### src/rtl/edgegate_bank_if.sv
// Control/status bundle for edgegate_bank: per-channel mode/enable/start in, busy/done/clkout out.
// edge_count is carried only when EDGEGATE_BANK_COUNT_EN is defined.
interface edgegate_bank_if #(
  parameter int CHANNELS = 4,
  parameter int CNT_W    = 8
);
  logic [CHANNELS-1:0]   en;
  logic [2*CHANNELS-1:0] mode;
  logic [CHANNELS-1:0]   start;
  logic [CNT_W-1:0]      burst_len;
  logic [CHANNELS-1:0]   busy;
  logic [CHANNELS-1:0]   done;
  logic [CHANNELS-1:0]   clkout;
`ifdef EDGEGATE_BANK_COUNT_EN
  logic [CHANNELS*CNT_W-1:0] edge_count;

  modport master (output en, mode, start, burst_len, input busy, done, clkout, edge_count);
  modport slave  (input en, mode, start, burst_len, output busy, done, clkout, edge_count);
`else
  modport master (output en, mode, start, burst_len, input busy, done, clkout);
  modport slave  (input en, mode, start, burst_len, output busy, done, clkout);
`endif
endinterface

### src/rtl/edgegate_bank.sv
// Multi-channel glitch-free clock gate with off / free-run / burst / step modes per channel.
// Optional per-channel passed-pulse counters are built when EDGEGATE_BANK_COUNT_EN is defined.
module edgegate_bank #(
  parameter int CHANNELS = 4,
  parameter int CNT_W    = 8
) (
  input  logic             clk,
  input  logic             rst,
  edgegate_bank_if.slave   bus
);
  typedef enum logic [1:0] {IDLE, RUN, BURST} state_t;

  localparam logic [1:0] MODE_OFF  = 2'b00;
  localparam logic [1:0] MODE_RUN  = 2'b01;
  localparam logic [1:0] MODE_STEP = 2'b11;

  for (genvar gi = 0; gi < CHANNELS; gi++) begin : g_ch
    state_t           state_reg, state_next;
    logic             g_reg, g_next;
    logic [CNT_W-1:0] cnt_reg, cnt_next;
    logic [1:0]       run_mode_reg, run_mode_next;
    logic             busy_reg, busy_next;
    logic             done_reg, done_next;
    logic             gate_l;
    logic [1:0]       mode_i;
    logic [CNT_W-1:0] req_len;

    assign mode_i  = bus.mode[2*gi +: 2];
    assign req_len = (mode_i == MODE_STEP) ? CNT_W'(1) : bus.burst_len;

    always_ff @(posedge clk) begin
      if (rst) begin
        state_reg    <= IDLE;
        g_reg        <= 1'b0;
        cnt_reg      <= '0;
        run_mode_reg <= MODE_OFF;
        busy_reg     <= 1'b0;
        done_reg     <= 1'b0;
      end else begin
        state_reg    <= state_next;
        g_reg        <= g_next;
        cnt_reg      <= cnt_next;
        run_mode_reg <= run_mode_next;
        busy_reg     <= busy_next;
        done_reg     <= done_next;
      end
    end

    always_comb begin
      state_next    = state_reg;
      g_next        = g_reg;
      cnt_next      = cnt_reg;
      run_mode_next = run_mode_reg;
      busy_next     = busy_reg;
      done_next     = 1'b0;

      if (state_reg == BURST && mode_i != run_mode_reg) begin
        // Mode changed mid-burst: abort silently, no done pulse.
        g_next     = 1'b0;
        busy_next  = 1'b0;
        cnt_next   = '0;
        state_next = (mode_i == MODE_RUN) ? RUN : IDLE;
      end else begin
        case (mode_i)
          MODE_OFF: begin
            state_next = IDLE;
            g_next     = 1'b0;
            busy_next  = 1'b0;
          end
          MODE_RUN: begin
            state_next = RUN;
            g_next     = bus.en[gi];
            busy_next  = 1'b0;
          end
          default: begin
            if (state_reg == BURST && cnt_reg != CNT_W'(1)) begin
              cnt_next = cnt_reg - CNT_W'(1);
            end else begin
              // Last pulse edge (or not bursting): the channel is idle here,
              // so a start on this same edge chains with no gap cycle.
              done_next  = (state_reg == BURST);
              state_next = IDLE;
              g_next     = 1'b0;
              busy_next  = 1'b0;
              cnt_next   = '0;
              if (bus.start[gi]) begin
                if (req_len != '0) begin
                  state_next    = BURST;
                  cnt_next      = req_len;
                  g_next        = 1'b1;
                  busy_next     = 1'b1;
                  run_mode_next = mode_i;
                end else begin
                  done_next = 1'b1;
                end
              end
            end
          end
        endcase
      end
    end

    // Latch is transparent only while clk is low, so g changing after posedge never clips a pulse.
    always_latch begin
      if (!clk) gate_l <= g_reg;
    end

    assign bus.clkout[gi] = clk & gate_l;
    assign bus.busy[gi]   = busy_reg;
    assign bus.done[gi]   = done_reg;

`ifdef EDGEGATE_BANK_COUNT_EN
    logic [CNT_W-1:0] edge_cnt_reg;

    // g_reg at a posedge is exactly what the latch is passing during that high phase.
    always_ff @(posedge clk) begin
      if (rst) edge_cnt_reg <= '0;
      else if (g_reg) edge_cnt_reg <= edge_cnt_reg + CNT_W'(1);
    end

    assign bus.edge_count[CNT_W*gi +: CNT_W] = edge_cnt_reg;
`endif
  end
endmodule

### src/flat_wrapper.sv
// flat-port wrapper written by rule: the top's interface ports become plain ports
module edgegate_bank_flat 
#(
  parameter int CHANNELS = 4,
  parameter int CNT_W    = 8
)
  (clk, rst, bus_en, bus_mode, bus_start, bus_burst_len, bus_busy, bus_done, bus_clkout);
  edgegate_bank_if #(.CHANNELS(CHANNELS), .CNT_W(CNT_W)) bus_i ();
  input  logic clk;
  input  logic rst;
  input wire logic [$bits(bus_i.en)-1:0] bus_en;
  input wire logic [$bits(bus_i.mode)-1:0] bus_mode;
  input wire logic [$bits(bus_i.start)-1:0] bus_start;
  input wire logic [$bits(bus_i.burst_len)-1:0] bus_burst_len;
  output wire logic [$bits(bus_i.busy)-1:0] bus_busy;
  output wire logic [$bits(bus_i.done)-1:0] bus_done;
  output wire logic [$bits(bus_i.clkout)-1:0] bus_clkout;
  assign bus_i.en = bus_en;
  assign bus_i.mode = bus_mode;
  assign bus_i.start = bus_start;
  assign bus_i.burst_len = bus_burst_len;
  assign bus_busy = bus_i.busy;
  assign bus_done = bus_i.done;
  assign bus_clkout = bus_i.clkout;
  edgegate_bank #(.CHANNELS(CHANNELS), .CNT_W(CNT_W)) u_core (.clk(clk), .rst(rst), .bus(bus_i));
endmodule
### config.mk
export PLATFORM = sky130hd
export DESIGN_NAME = edgegate_bank_flat
export DESIGN_NICKNAME = d
export VERILOG_FILES = /design/src/rtl/edgegate_bank_if.sv /design/src/rtl/edgegate_bank.sv /design/src/flat_wrapper.sv
export SDC_FILE = /design/constraint.sdc
export NUM_CORES = 1
export LEC_CHECK = 0
export BUFFER_PORTS_ARGS = -buffer_cell sky130_fd_sc_hd__buf_2
export CAP_MARGIN = 20
export CELL_PAD_IN_SITES_DETAIL_PLACEMENT = 1
export CELL_PAD_IN_SITES_GLOBAL_PLACEMENT = 2
export CORE_MARGIN = 2
export CORE_UTILIZATION = 24
export CTS_BUF_LIST = sky130_fd_sc_hd__clkbuf_8
export DETAILED_ROUTE_END_ITERATION = 16
export MAX_ROUTING_LAYER = met4
export PLACE_DENSITY_LB_ADDON = 0.1
export SLEW_MARGIN = 10
export SYNTH_ARGS = -nofsm -noshare
export SYNTH_HDL_FRONTEND = slang
export SYNTH_SLANG_ARGS = --single-unit
### constraint.sdc
create_clock -name clk -period 2.5 [get_ports clk]
set_input_delay 0.25 -clock clk [delete_from_list [all_inputs] [get_ports clk]]
set_output_delay 0.25 -clock clk [all_outputs]
set_load 0.005 [all_outputs]
==> results.cfg, run 1 <==
[outcome]
status = complete, but fails checks
violations = setup timing

[place]
pre_cts_slack_ns = 0.337
hpwl_um = 9590
port_buffers = 37
gp_congestion = 0.750

[worst_setup_path]
critPathArrivalTime_ns = 2.31
start_kind = latch
worstPathCellList = and2_4 -> buf_6
required_ns = 2.25
worst-path-max-fanout = 1
slowest_delay_ns = 0.39
crit_path_end_kind = output port
slowest_stage = dlxtn_1
path_class = latch to output port

[min_path]
hp-class = primary input to flop

[routing]
detail_route.wl_per_cell_um = 19.4
first_pass_iters = 4
drtAntennaViolNets = 0
num_vias = 3694
drt_iter0_drc = 170
wirelength_um = 13400
drc_errors = 0
via_per_inst = 5.33

[job]
drv_cap = 0

[power]
power.share.clock_pct = 39.7
p_sw_share_pct = 33.4
p_leak_nw = 1.63
p_int_mw = 1.79
total_power_mw = 2.68
comb_power_share_pct = 18.4
seq_power_share_pct = 41.9
irDropWorstVdd_v = 0.000224
p_per_area_mw_per_mm2 = 619
p_sw_mw = 0.896

[cells_and_area]
largest_register_ffs = 32
area_delta_synth_final_pct = 16.4
n_fill_cell = 1844
multiInputGateArea_mm2 = 0.00224
seq_area_mm2 = 0.00126
utilization_pct = 28.5
drive_gt1_share_pct = 15.3
nNetsFinal = 532

[global_route]
grt_pass1_vias = 3815
grt_util_all_layers_pct = 17.9
grt_start_max_net_pins = 23
gr-total-overflow = 0
grt_pass1_wl_um = 21500
grt_antenna_before_repair = 1

[cts]
tritoncts = built
cts_hold_repair.buffers = 0
clk_latency_ns = 0.47
clk_pin_slew_ns = 0.08
cts_setup_buffers = 0

[timing]
fin_skew_ns = 0.0103
max_slew.worst_pin.slew_ns = 0.573
fin_worst_hold_slack_ns = 0.0652
rsz0062_at_grt = yes
fin_tns_setup_ns = -0.202
relSlewSlack_pct = 61.8
layout_setup_ws_ns = -0.0594
drv_slew = 0
setup_viol = 8
hold_viol = 0

[synthesis]
synth_flop_cell = dfxtp_1
syn-num-nets = 496
synth_edf_count = 0
synth_cell_type_count = 60
async_flop_share_pct = 0
avgSynthCellArea_um2 = 8.06
yosysWarnings = 0
synthCells = 462
ys_seq_elements = 64
syn_area_mm2 = 0.00372

[die]
die_x_um = 129
core.rowCount = 45
fp.coreArea_mm2 = 0.0152
dieArea_mm2 = 0.0165
start_util_pct = 24.5
die_height_um = 129
io_pins = 38
-- routing by layer --
layer / up-vias / wire length [µm] / GRT usage [%]
met2: 69 / 6310 / 26.5
met5: - / 0 / -
li1: 1807 / - / -
met1: 1810 / 6460 / 22.9
met4: 0 / 125 / 6.59
met3: 8 / 541 / 5.32
-- repair_timing --
item	CTS	global route
gates resized for setup	0	2
pin swaps	3	0
endpoints found under the setup margin	8	8
-- worst max-delay path: cells and delay by family (launching register included) --
family	cells	cell delay, ns
latches	1	0.39
buffers and inverters	1	0.08
AND/OR/NAND/NOR	1	0.13
-- cells in the mapped netlist (all sizes together), types with 9 or more instances --
| master | count | area (µm²) |
|---|---|---|
| dfxtp | 60 | 1200 |
| nand2 | 45 | 169 |
| nor2 | 31 | 116 |
| o21ai | 27 | 135 |
| a21oi | 22 | 110 |
| inv | 20 | 75.1 |
| clkbuf | 18 | 67.6 |
| a211oi | 16 | 120 |
| nand3 | 16 | 80.1 |
| a311oi | 15 | 138 |
| a31oi | 15 | 93.8 |
| buf | 12 | 77.6 |
| nor4 | 11 | 81.3 |
| nand4 | 10 | 62.6 |
| nor2b | 10 | 62.6 |
| nor3 | 10 | 50.1 |
| xor2 | 10 | 87.6 |
| or3 | 9 | 56.3 |
-- cell usage in the layout, fill, tap and decap left out, drive strengths merged, types with 2 or more instances in the layout --
cell	synthesis	final
o2111ai	2	2
inv	20	26
a21oi	22	22
nand3	16	16
nor4b	2	2
or3	9	9
buf	12	51
ha	8	8
mux2i	3	3
a21boi	3	3
o31ai	3	3
nor2b	10	10
nor4	11	11
nand2	45	45
nor2	31	31
and3	2	2
o32ai	2	2
and2	7	7
o22ai	3	3
or4	6	6
a311oi	15	15
mux2	7	7
a21o	2	2
a31oi	15	15
nor3	10	10
nor3b	6	6
nand3b	5	5
o31a	3	3
nand4b	8	8
a211oi	16	16
o21ai	27	27
a2111o	2	2
nand4	10	10
a32o	2	2
xor2	10	10
dfxtp	60	60
dlxtn	4	4
nand2b	8	8
o21a	6	6
clkbuf	18	14
-- cell type report --
type,instances,area share (%)
antenna,1,0.0577
clock buffer,18,5.05
clock inverter,7,0.635
inverter,20,1.73
multi-input combinational,348,51.8
sequential,64,29.1
tap,188,5.43
timing repair buffer,47,6.23
-- logic make-up (layout without fill, tap and decap cells) --
| family | after synthesis | in the layout | synth area share, % |
|---|---|---|---|
| simple gates | 188 | 188 | 27.5 |
| buf+inv | 50 | 92 | 5.91 |
| other cells | 0 | 1 | 0 |
| mux | 10 | 10 | 2.92 |
| latches | 4 | 4 | 1.61 |
| xor+xnor | 10 | 10 | 2.35 |
| flops | 60 | 60 | 32.3 |
| compound gates | 132 | 132 | 24.7 |
| fa+ha+maj | 8 | 8 | 2.69 |
-- metrics by stage --
step / instances / cell area (µm²)
floorplan: 462 / 3720
global placement: 671 / 4100
detailed placement: 671 / 4100
CTS: 692 / 4320
global route: 693 / 4340
finish: 693 / 4340
-- power groups by stage --
stage               sequential, mW  clock, mW  combinational (mW)
finish                        1.12       1.07               0.494
global route                  1.13       1.17               0.556
CTS                           1.12       1.12               0.500
detailed placement            1.15     0.0279               0.497
global placement              1.14     0.0279               0.494
floorplan                     1.12     0.0150               0.335
-- final timing paths --
| kind | from | to | slack, ns | cells past startpoint |
|---|---|---|---|---|
| worst max-delay path | u_core.g_ch[1].gate_l | bus_clkout[1] | -0.06 | 2 |
| worst min-delay path | rst | u_core.g_ch[2].run_mode_reg[1] | 0.07 | 2 |
| worst max register to register | u_core.g_ch[3].cnt_reg[3] | u_core.g_ch[3].cnt_reg[0] | 0.32 | 4 |
| worst min register to register | u_core.g_ch[1].g_reg | u_core.g_ch[1].gate_l | 0.41 | 0 |
Note: power is estimated with default switching activity, not from simulation.
==> inputs of run 2 (changes only) <==
Clock period 2.5 ns to 2.9 ns, I/O delays scaled along.
==> run 2 against run 1 <==
Compared with the run above:
- the flow now finishes without violations
- clock skew decreased by 0.0012 ns
- global-route usage rose by 0.083 points
- sequential power fell by 13%
- clock power shrank 18%
- largest power group unchanged
- via count grew 1.1%
- routed wire length shrank 1.1%
- combinational power is 17% lower
- clock-buffer cell count down 1
==> results.cfg, run 2 (same netlist as run 1, synthesis figures left out) <==
[outcome]
status = complete, no violations

[power]
p_per_area_mw_per_mm2 = 533
total_power_mw = 2.26
irDropWorstVdd_v = 0.000204
p_leak_nw = 1.56

[min_path]
hold_start = rst
holdPathStages = 2
hp-class = primary input to flop
hold_end = u_core.g_ch[2].run_mode_reg[1]

[die]
core.rowCount = 45
die_x_um = 129
io_pins = 38
die_height_um = 129
start_util_pct = 24.5
fp.coreArea_mm2 = 0.0152
dieArea_mm2 = 0.0165

[worst_setup_path]
crit_path_end_kind = output port
required_ns = 2.61
r2r_end = u_core.g_ch[3].cnt_reg[0]
reg2reg_from = u_core.g_ch[3].cnt_reg[3]
worstPathCellList = and2_1 -> buf_2
start_kind = latch
slowest_delay_ns = 0.39
critPathArrivalTime_ns = 2.53
path_buf_inv = 1
regToRegSetupSlack_ns = 0.68
path_class = latch to output port
worst-path-max-fanout = 1
ff2ff_path_depth = 4
cp_top_family = latches
slowest_stage = dlxtn_1

[place]
hpwl_um = 9130
dp.cells = 662
port_buffers = 37
pre_cts_slack_ns = 0.594
gp_congestion = 0.767

[timing]
layout_setup_ws_ns = 0.0830
rsz0062_at_grt = no
setup_viol = 0
fin_skew_ns = 0.00916
hold_viol = 0
fin_tns_setup_ns = 0
max_slew.worst_pin.slew_ns = 0.793
fin_worst_hold_slack_ns = 0.0965
drv_slew = 0
relSlewSlack_pct = 46.7

[cells_and_area]
n_fill_cell = 1842
final_cell_mix = dfxtp_1, nand2_1, buf_2, nor2_1
drive_gt1_share_pct = 13.2
final_cell_count_no_fill = 682
area_delta_synth_final_pct = 13.9
final_common_cell = dfxtp_1
largest_register_ffs = 32
nNetsFinal = 523

[global_route]
grt_pass1_wl_um = 21700
grt_pass1_vias = 3847
gr-total-overflow = 0
grt_start_max_net_pins = 23
grt_util_all_layers_pct = 17.9
grt_antenna_before_repair = 2

[routing]
num_vias = 3735
via_per_inst = 5.48
drc_errors = 0
wirelength_um = 13300
drtAntennaViolNets = 0
drt_iter0_drc = 239
detail_route.wl_per_cell_um = 19.5
first_pass_iters = 4

[cts]
clk_pin_slew_ns = 0.06
cts_hold_repair.buffers = 0
tritoncts = built
cts_setup_buffers = 0
clk_latency_ns = 0.47
ctsResizeCount = 0

[job]
drv_cap = 0
-- run 2: routing by layer --
| metal | track usage (%) | routed length [µm] | up-vias |
|---|---|---|---|
| met2 | 26.5 | 5910 | 78 |
| met4 | 7.93 | 325 | 0 |
| met1 | 23.1 | 6430 | 1844 |
| li1 | - | - | 1788 |
| met5 | - | 0 | - |
| met3 | 4.66 | 626 | 25 |
-- run 2: final cells by class --
cell class | count | area (µm²) | share of cell area (%)
Clock buffer | 17 | 199 | 4.69
Inverter | 20 | 75.1 | 1.77
Antenna cell | 1 | 2.50 | 0.0590
Tap cell | 188 | 235 | 5.55
Multi-Input combinational cell | 348 | 2240 | 52.9
Clock inverter | 6 | 22.5 | 0.531
Sequential cell | 64 | 1260 | 29.7
Timing Repair Buffer | 38 | 203 | 4.78
-- run 2: power by group --
part           total (mW)  switching [mW]  internal (mW)
Sequential          0.969          0.0535          0.915
Combinational       0.412           0.260          0.152
Clock               0.881           0.456          0.425
-- run 2: worst max path at each step --
stage | cells past startpoint | slack [ns] | startpoint | endpoint
after detailed placement | 2 | 0.59 | u_core.g_ch[2].gate_l | bus_clkout[2]
after CTS | 2 | 0.05 | u_core.g_ch[3].gate_l | bus_clkout[3]
after floorplan | 1 | 0.67 | u_core.g_ch[0].gate_l | bus_clkout[0]
final | 2 | 0.08 | u_core.g_ch[3].gate_l | bus_clkout[3]
after global routing | 2 | 0.04 | u_core.g_ch[0].gate_l | bus_clkout[0]
after global placement | 2 | 0.59 | u_core.g_ch[3].gate_l | bus_clkout[3]
-- run 2: through the flow --
step | area (µm²) | util, %
after floorplan | 3720 | -
after global placement | 4040 | 26.6
after detailed placement | 4040 | 26.6
after CTS | 4240 | 27.9
after global routing | 4240 | 27.9
final | 4240 | 27.9
